[src/rtl/uart_delay_cmd_sequencer.sv]
// Frames 5-byte UART commands (A5 CMD DLO DHI CHK) and turns them into delay-bank
// register writes, commit strobes or frame-error strobes.
module uart_delay_cmd_sequencer #(
   parameter int CLOCK_FREQUENCY = 50_000_000,
   parameter int BAUD_RATE       = 9600,
   parameter int CHANNELS        = 8,
   parameter int DELAY_WIDTH     = 16,
   parameter int TIMEOUT_BYTES   = 4
) (
   input  logic                   clockIN,
   input  logic                   nRxResetIN,
   input  logic                   rxReadyIN,
   input  logic                   rxIdleIN,
   input  logic [7:0]             rxDataIN,
   output logic                   cfgWrOUT,
   output logic [3:0]             cfgChanOUT,
   output logic [DELAY_WIDTH-1:0] cfgDataOUT,
   output logic                   commitOUT,
   output logic                   frameErrOUT,
   output logic                   busyOUT
);

   localparam longint BYTE_CYCLES    = (longint'(CLOCK_FREQUENCY) * 10) / longint'(BAUD_RATE);
   localparam longint TIMEOUT_CYCLES = longint'(TIMEOUT_BYTES) * BYTE_CYCLES;
   localparam int     CNT_W          = $clog2(TIMEOUT_CYCLES + 1);
   localparam logic [CNT_W-1:0] CNT_LAST   = CNT_W'(TIMEOUT_CYCLES - 1);
   localparam logic [4:0]       CHAN_LIMIT = 5'(CHANNELS);
   localparam logic [7:0]       SYNC_BYTE  = 8'hA5;
   localparam logic [3:0]       OP_WRITE   = 4'h1;
   localparam logic [3:0]       OP_COMMIT  = 4'h2;

   typedef enum logic [2:0] {HUNT, CMD, DLO, DHI, CHK, EXEC} state_t;

   state_t           state, state_next;
   logic [CNT_W-1:0] cnt, cnt_next;
   logic [7:0]       cmd_q, dlo_q, dhi_q, chk_q;
   logic             wr_next, commit_next, err_next;
   logic             rdy_meta, rdy_s, rdy_s_d;
   logic             idle_meta, idle_s;
   logic             byte_stb;
   logic             unused_idle;

   // Receiver levels cross into clockIN here; a byte is announced by the ready rising edge.
   always_ff @(posedge clockIN or negedge nRxResetIN) begin
      if (!nRxResetIN) begin
         rdy_meta  <= 1'b0;
         rdy_s     <= 1'b0;
         rdy_s_d   <= 1'b0;
         idle_meta <= 1'b0;
         idle_s    <= 1'b0;
      end else begin
         rdy_meta  <= rxReadyIN;
         rdy_s     <= rdy_meta;
         rdy_s_d   <= rdy_s;
         idle_meta <= rxIdleIN;
         idle_s    <= idle_meta;
      end
   end

   assign byte_stb    = rdy_s & ~rdy_s_d;
   assign unused_idle = idle_s;
   assign busyOUT     = (state != HUNT);

   // Frame sequencing, inter-byte timeout and the execute decision on the checksum byte.
   always_comb begin
      state_next  = state;
      cnt_next    = '0;
      wr_next     = 1'b0;
      commit_next = 1'b0;
      err_next    = 1'b0;
      case (state)
         HUNT: begin
            if (byte_stb && rxDataIN == SYNC_BYTE) state_next = CMD;
         end
         CMD, DLO, DHI, CHK: begin
            if (byte_stb) begin
               case (state)
                  CMD:     state_next = DLO;
                  DLO:     state_next = DHI;
                  DHI:     state_next = CHK;
                  default: begin
                     state_next = EXEC;
                     if (rxDataIN != chk_q)
                        err_next = 1'b1;
                     else if (cmd_q[7:4] == OP_WRITE && {1'b0, cmd_q[3:0]} < CHAN_LIMIT)
                        wr_next = 1'b1;
                     else if (cmd_q[7:4] == OP_COMMIT)
                        commit_next = 1'b1;
                     else
                        err_next = 1'b1;
                  end
               endcase
            end else if (cnt == CNT_LAST) begin
               state_next = HUNT;
               err_next   = 1'b1;
            end else begin
               cnt_next = cnt + 1'b1;
            end
         end
         EXEC:    state_next = HUNT;
         default: state_next = HUNT;
      endcase
   end

   // State, captured frame bytes, running checksum and registered strobes.
   always_ff @(posedge clockIN or negedge nRxResetIN) begin
      if (!nRxResetIN) begin
         state       <= HUNT;
         cnt         <= '0;
         cmd_q       <= '0;
         dlo_q       <= '0;
         dhi_q       <= '0;
         chk_q       <= '0;
         cfgWrOUT    <= 1'b0;
         commitOUT   <= 1'b0;
         frameErrOUT <= 1'b0;
         cfgChanOUT  <= '0;
         cfgDataOUT  <= '0;
      end else begin
         state       <= state_next;
         cnt         <= cnt_next;
         cfgWrOUT    <= wr_next;
         commitOUT   <= commit_next;
         frameErrOUT <= err_next;
         if (byte_stb) begin
            case (state)
               CMD: begin
                  cmd_q <= rxDataIN;
                  chk_q <= rxDataIN;
               end
               DLO: begin
                  dlo_q <= rxDataIN;
                  chk_q <= chk_q ^ rxDataIN;
               end
               DHI: begin
                  dhi_q <= rxDataIN;
                  chk_q <= chk_q ^ rxDataIN;
               end
               default: ;
            endcase
         end
         if (wr_next) begin
            cfgChanOUT <= cmd_q[3:0];
            cfgDataOUT <= DELAY_WIDTH'({dhi_q, dlo_q});
         end
      end
   end

endmodule

[config.mk]
export PLATFORM = sky130hd
export DESIGN_NAME = uart_delay_cmd_sequencer
export DESIGN_NICKNAME = d
export VERILOG_FILES = /design/src/rtl/uart_delay_cmd_sequencer.sv
export SDC_FILE = /design/constraint.sdc
export NUM_CORES = 1
export LEC_CHECK = 0
export BUFFER_PORTS_ARGS = -buffer_cell sky130_fd_sc_hd__buf_2
export CAP_MARGIN = 25
export CORE_ASPECT_RATIO = 1.25
export CORE_MARGIN = 4
export CORE_UTILIZATION = 45
export DETAILED_ROUTE_END_ITERATION = 10
export SKIP_CTS_REPAIR_TIMING = 1
export SLEW_MARGIN = 20
export SYNTH_ARGS = -nofsm -noshare
export SYNTH_HDL_FRONTEND = slang
export SYNTH_SLANG_ARGS = --single-unit
export TNS_END_PERCENT = 5
[constraint.sdc]
create_clock -name clockIN -period 2.8 [get_ports clockIN]
set_input_delay 0 -clock clockIN [delete_from_list [all_inputs] [get_ports clockIN]]
set_output_delay 0 -clock clockIN [all_outputs]
set_load 0.01 [all_outputs]
==> results of run 1 <==
[worst paths after layout]
kind	endpoint	from	slack (ns)	cells after the start
worst max-delay path	cnt[4]$_DFF_PN0_	cnt[14]$_DFF_PN0_	0.63	5
worst min-delay path	chk_q[3]$_DFFE_PN0P_	rxDataIN[3]	-0.007	3
worst max register to register	cnt[4]$_DFF_PN0_	cnt[14]$_DFF_PN0_	0.63	5
worst min register to register	rdy_s$_DFF_PN0_	rdy_meta$_DFF_PN0_	0.35	0
max in group asynchronous	cnt[10]$_DFF_PN0_	nRxResetIN	2.06	2
min in group asynchronous	state[0]$_DFFE_PN0P_	nRxResetIN	0.25	2
[cells in the mapped netlist (2+ instances only)]
| cell type | n | area share (%) |
|---|---|---|
| a211oi_1 | 4 | 0.87 |
| a21oi_1 | 2 | 0.29 |
| and3_1 | 3 | 0.54 |
| and4_1 | 2 | 0.51 |
| buf_6 | 2 | 0.65 |
| clkbuf_1 | 8 | 0.87 |
| dfrtp_1 | 79 | 57 |
| inv_1 | 4 | 0.43 |
| mux2_2 | 43 | 14 |
| nand2_1 | 28 | 3.0 |
| nand3_1 | 10 | 1.4 |
| nand4_1 | 8 | 1.4 |
| nand4b_1 | 2 | 0.51 |
| nor2_1 | 3 | 0.33 |
| nor2b_1 | 3 | 0.54 |
| nor3_1 | 15 | 2.2 |
| nor3b_1 | 4 | 0.87 |
| nor4_1 | 2 | 0.36 |
| nor4b_1 | 3 | 0.76 |
| o21ai_0 | 7 | 1.0 |
| or3_1 | 5 | 0.90 |
| or4_1 | 2 | 0.43 |
| or4b_1 | 2 | 0.58 |
| xnor2_1 | 14 | 3.5 |
| xor2_1 | 15 | 3.8 |
[worst reg2reg max path, cell delays in order, from the launching register on]
cell,delay (ns)
dfrtp_1,0.42
or4b_1,0.52
or4_4,0.52
nor4_4,0.21
buf_4,0.26
nor3_1,0.08
[stage by stage]
stage               setup slack, ns  hold WS, ns  instance area, um^2
floorplan                     0.624       -0.296                 3460
global placement              0.635        0.110                 3730
detailed placement            0.634        0.111                 3730
CTS                           0.611       -0.254                 3940
global route                  0.488      0.00947                 4040
finish                        0.633     -0.00662                 4040
[power breakdown]
group	internal, W	switching (W)
combinational	0.000330	0.000321
clock	0.000505	0.000408
sequential	0.00141	0.000167
[flip-flops by register name, indices dropped and copies added (netlist names)]
register	flops
rdy_meta	1
cmd_q	8
rdy_s	1
state	3
frameErrOUT	1
dhi_q	8
cfgDataOUT	16
rdy_s_d	1
dlo_q	8
cfgChanOUT	4
commitOUT	1
cfgWrOUT	1
cnt	18
chk_q	8
[routing by layer]
layer | GRT usage (%) | part of all wire, % | vias up
met5 | 0 | 0 | -
met4 | 7.57 | 2.7 | 0
met3 | 3.18 | 2.8 | 15
met2 | 24.0 | 49 | 35
met1 | 20.9 | 46 | 1113
li1 | - | - | 1099
[cell type report]
cell class                 count  share of cell area (%)
clock buffer                  11                    3.25
sequential                    79                    49.0
tap                           92                    2.85
timing repair buffer          47                    7.34
clock inverter                 5                    2.01
inverter                       4                   0.372
multi-input combinational    187                    35.2
[cell families after synthesis]
kind of cell             after synthesis
multiplexers                          43
adder cells (fa/ha/maj)                1
AO/OA/AOI/OAI                         16
AND/OR/NAND/NOR                       98
flip-flops                            79
XOR/XNOR                              29
buffers and inverters                 14
==> metrics, run 1 <==
fraction of layout instances using a drive strength above 1 29.7%; category of the critical setup timing path reg -> reg; RePlAce Congestion 0.767; number of nets produced by synthesis 293; total count of hold-check failures in the final report 1; H-Tree Depth 3; count of flip-flops with a built-in enable after synthesis 0; antenna cells 0; core footprint 7440 um^2; aggregate negative setup slack 0 ns; critical path capture point type register; number of placed I/O pins 36; Final period util 77.4%; highest-count cells in the layout ignoring fill and taps dfrtp_1, mux2_2, buf_2, nand2_1; Distinct cells, synth 35; Total Power Consumption 0.00314 W; Clock Tree Root clkbuf_8; average cell area after synthesis 12.4 um^2; reported max-cap violation count 0; kind of path behind the tightest hold check in -> reg; starting utilization of the core area 46.5%; static leakage 1.80 nW; compound-gate portion of the synthesized area 2.97%; cell total after placement 400; achievable frequency 0.461 GHz; maximum buffer depth of the clock tree 2; DRC violations left 0; Critical-path top delay cell or4b_1; Total Die Area 9160 um^2; data arrival time at the worst-slack endpoint 2.36 ns; cell-by-cell trace of the critical path or4b_1 -> or4_4 -> nor4_4 -> buf_4 -> nor3_1; unrepaired setup endpoints after global routing false; main combinational cell family by area after synthesis simple AND/OR/NAND/NOR gates; horizontal die dimension 86.4 um; via count of the first global-routing pass 2,241; slew of the pin with the lowest slew margin 0.766 ns; Max rail drop VDD 0.549 mV; via count 2,262; multiplexer share of the synthesized area 14.0%; simple-gate area share of the yosys netlist 16.2%; combined area of all synthesized cells 3460 um^2; cells after synthesis 280; flip-flop and latch count after synthesis 79; number of detailed-route iterations in the first pass 4; clock latency on the worst-skew pair 0.34 ns; failing checks hold timing; number of fillers in the final layout 650; commonest register cell after synthesis dfrtp_1; peak per-stage delay on the critical path 0.52 ns; worst-path maximum fanout 18; Finished Core Util 54.2%; final number of max-transition violations 0; XOR/XNOR Fraction of Synth Area 7.34%; largest net degree at the start of global routing 80; area occupied by registers 1980 um^2; clock-pin slew reported for the worst setup and hold paths after clock tree synthesis 0.08 ns; first-pass GRT wire length 11.1 mm; crit path time final 2.17 ns; number of warnings reported in the yosys synthesis log 0; Layout Cells excl Fill 425; TritonCTS clock tree yes; crit start category register; footprint of the multi-input gates 1420 um^2; Top Family by Delay on Critical Path simple AND/OR/NAND/NOR gates; grt ovf 0; number of antenna violations at the first check in global routing 0; cts bufs inserted 9; via density per instance 5.32; Hold WS -0.00662 ns; sequential element share of the synthesized area 57.1%; run status finished, violations left; IO Port Bufs 34; clock sink count 79; mean routed wirelength per cell 15.6 um; most frequent standard cell in the layout excluding fill and tap cells dfrtp_1; Iteration-0 DRC Markers 103; Total Wirelength 6.62 mm; asr flop ratio synth 100%; worst slew margin relative to its limit 48.8%; overall die height 106 um; number of setup violations in the final report 0; Critical Path RT 2.99 ns; Fin Clk Skew 0.0119 ns; All-Layer GR Usage 15.6%; number of nets in the layout 341; num rows 35; Area Overhead vs Synth 16.7%; power per cell area 778 nW/um^2; count of buffering cells on the critical path with inverters included 1; final antenna-violating net count 0; DPL Wire Length 4.44 mm; synthesized-area fraction occupied by adder cells 0.362%
Note: power is estimated with default switching activity, not from simulation.
==> run 2: changes to the inputs <==
clock period = 2 ns   (was 2.8 ns; I/O delays follow)
==> metrics, run 2 (synthesis results as in run 1) <==
fraction of layout instances using a drive strength above 1 34.4% (+4.7 points); max FFs per register 18 (unchanged); achievable frequency 0.525 GHz (+14%); largest registers cnt: 18 flops, cfgDataOUT: 16 flops; TritonCTS clock tree yes; reported max-cap violation count 0 (unchanged); run status complete, no violations; Critical Path RT 2.23 ns (-0.76 ns); logic depth of the worst path, buffers included 5 (unchanged); clock latency on the worst-skew pair 0.36 ns (+0.02 ns); Max rail drop VDD 0.559 mV (+1.8%); overall die height 106 um (unchanged); Layout Cells excl Fill 441 (+3.8%); number of cells traversed by the worst hold path 3 (unchanged); number of placed I/O pins 36 (unchanged); power per cell area 1040 nW/um^2 (+34%); Worst R2R End cnt[14]$_DFF_PN0_; IO Port Bufs 34 (unchanged); num rows 35 (unchanged); final antenna-violating net count 0 (unchanged); cell-by-cell trace of the critical path or4b_1 -> or4_4 -> nor4_4 -> buf_12 -> a211oi_1; first-pass GRT wire length 11.9 mm (+6.4%); maximum buffer depth of the clock tree 2 (unchanged); cell total after placement 417 (+4.3%); footprint of the multi-input gates 1440 um^2 (+1.4%); Post-DP Area 3890 um^2 (+4.2%); All-Layer GR Usage 16.7% (+1.1 points); RePlAce Congestion 0.809 (+5.4%); Fin Clk Skew 0.0151 ns (+0.00319 ns); Total Power Consumption 0.00436 W (+39%); count of buffering cells on the critical path with inverters included 1 (unchanged); highest-count cells in the layout ignoring fill and taps dfrtp_1, mux2_2, buf_2, nand2_1, buf_4; largest reg by FF count cnt; H-Tree Depth 3 (unchanged); antenna cells 0 (unchanged); Critical-path top delay cell or4b_1; number of detailed-route iterations in the first pass 4 (unchanged); grt ovf 0 (unchanged); Total Wirelength 6.87 mm (+3.9%); via density per instance 5.28 (-0.86%); launch point of the worst path cnt[5]$_DFF_PN0_; category of the critical setup timing path reg -> reg; starting utilization of the core area 46.5% (unchanged); clock sink count 79 (unchanged); mean routed wirelength per cell 15.6 um (about the same); unrepaired setup endpoints after global routing true; DPL Wire Length 4.77 mm (+7.5%); critical path capture point type register; via count of the first global-routing pass 2,404 (+7.3%); number of antenna violations at the first check in global routing 0 (unchanged); final number of max-transition violations 0 (unchanged); kind of path behind the tightest hold check in -> reg; number of nets in the layout 357 (+4.7%); worst setup slack for register-to-register paths 0.09 ns (-0.54 ns); crit start category register; post-route standard cell area excluding fillers 4170 um^2 (+3.3%); largest net degree at the start of global routing 51 (-36%); Area Overhead vs Synth 20.6%; Iteration-0 DRC Markers 75 (-27%); Final period util 95.3% (+18 points); cts bufs inserted 9 (unchanged); Top Family by Delay on Critical Path simple AND/OR/NAND/NOR gates; total count of hold-check failures in the final report 0 (-1); Total Die Area 9160 um^2 (unchanged); peak per-stage delay on the critical path 0.50 ns (-0.02 ns); number of setup violations in the final report 0 (unchanged); DRC violations left 0 (unchanged); clock-pin slew reported for the worst setup and hold paths after clock tree synthesis 0.08 ns (about the same); depth of the most critical reg-to-reg path 5 (unchanged); via count 2,327 (+2.9%); core footprint 7440 um^2 (unchanged); worst slew margin relative to its limit 73.0% (+24 points); number of fillers in the final layout 651 (+0.15%); area occupied by registers 1980 um^2 (unchanged); horizontal die dimension 86.4 um (unchanged); most frequent standard cell in the layout excluding fill and tap cells dfrtp_1; static leakage 1.89 nW (+4.9%); data arrival time at the worst-slack endpoint 2.13 ns (-0.23 ns); crit path time final 1.91 ns (-0.262 ns); worst-path maximum fanout 18 (unchanged); slew of the pin with the lowest slew margin 0.405 ns (-0.361 ns); worst setup path endpoint cnt[14]$_DFF_PN0_; Clock Tree Root clkbuf_8; reg-to-reg critical path startpoint cnt[5]$_DFF_PN0_
[run 2: worst min-delay path by stage]
| stage | slack [ns] | to | start |
|---|---|---|---|
| after CTS | -0.42 | rdy_meta$_DFF_PN0_ | nRxResetIN |
| after global placement | -0.04 | cfgWrOUT$_DFF_PN0_ | nRxResetIN |
| after detailed placement | -0.03 | cfgWrOUT$_DFF_PN0_ | nRxResetIN |
| final | 0.002 | chk_q[0]$_DFFE_PN0P_ | rxDataIN[0] |
| after global routing | -0.002 | dhi_q[4]$_DFFE_PN0P_ | rxDataIN[4] |
| after floorplan | -0.30 | cfgChanOUT[0]$_DFFE_PN0P_ | nRxResetIN |
[run 2: final cells by class]
class	count	area share, %
Inverter	4	0.360
Clock inverter	6	1.20
Multi-Input combinational cell	187	34.6
Sequential cell	79	47.4
Clock buffer	10	3.30
Timing Repair Buffer	63	10.4
Tap cell	92	2.76
[run 2: report_power, final]
part / internal, W / switching [W] / total [W]
logic: 0.000534 / 0.000507 / 0.00104
registers: 0.00198 / 0.000224 / 0.00220
clock network: 0.000500 / 0.000619 / 0.00112
total: 0.00301 / 0.00135 / 0.00436
[run 2: layer usage]
metal  up-vias  wire length, um  track usage (%)
li1       1133                -                -
met1      1155             3050             21.0
met2        28             3520             27.6
met3        11              194             4.03
met4         0              108             6.35
met5         -                0                0
[run 2: metrics by stage]
step | hold slack, ns | worst slack, ns | util, % | setup TNS, ns
after floorplan | -0.296 | -0.0208 | - | -0.195
after global placement | -0.0377 | -0.0293 | 52.2 | -0.493
after detailed placement | -0.0321 | -0.0237 | 52.2 | -0.270
after CTS | -0.419 | -0.0314 | 54.8 | -0.372
after global routing | -0.00195 | -0.00185 | 56.0 | -0.00309
final | 0.00228 | 0.0947 | 56.0 | 0
[run 2: worst register-to-register path: cells and delay by family, from the launching register on]
family / cells / cell delay [ns]
DFF: 1 / 0.38
and+or+nand+nor: 3 / 1.16
AOI/OAI and AO/OA: 1 / 0.06
buffers and inverters: 1 / 0.19
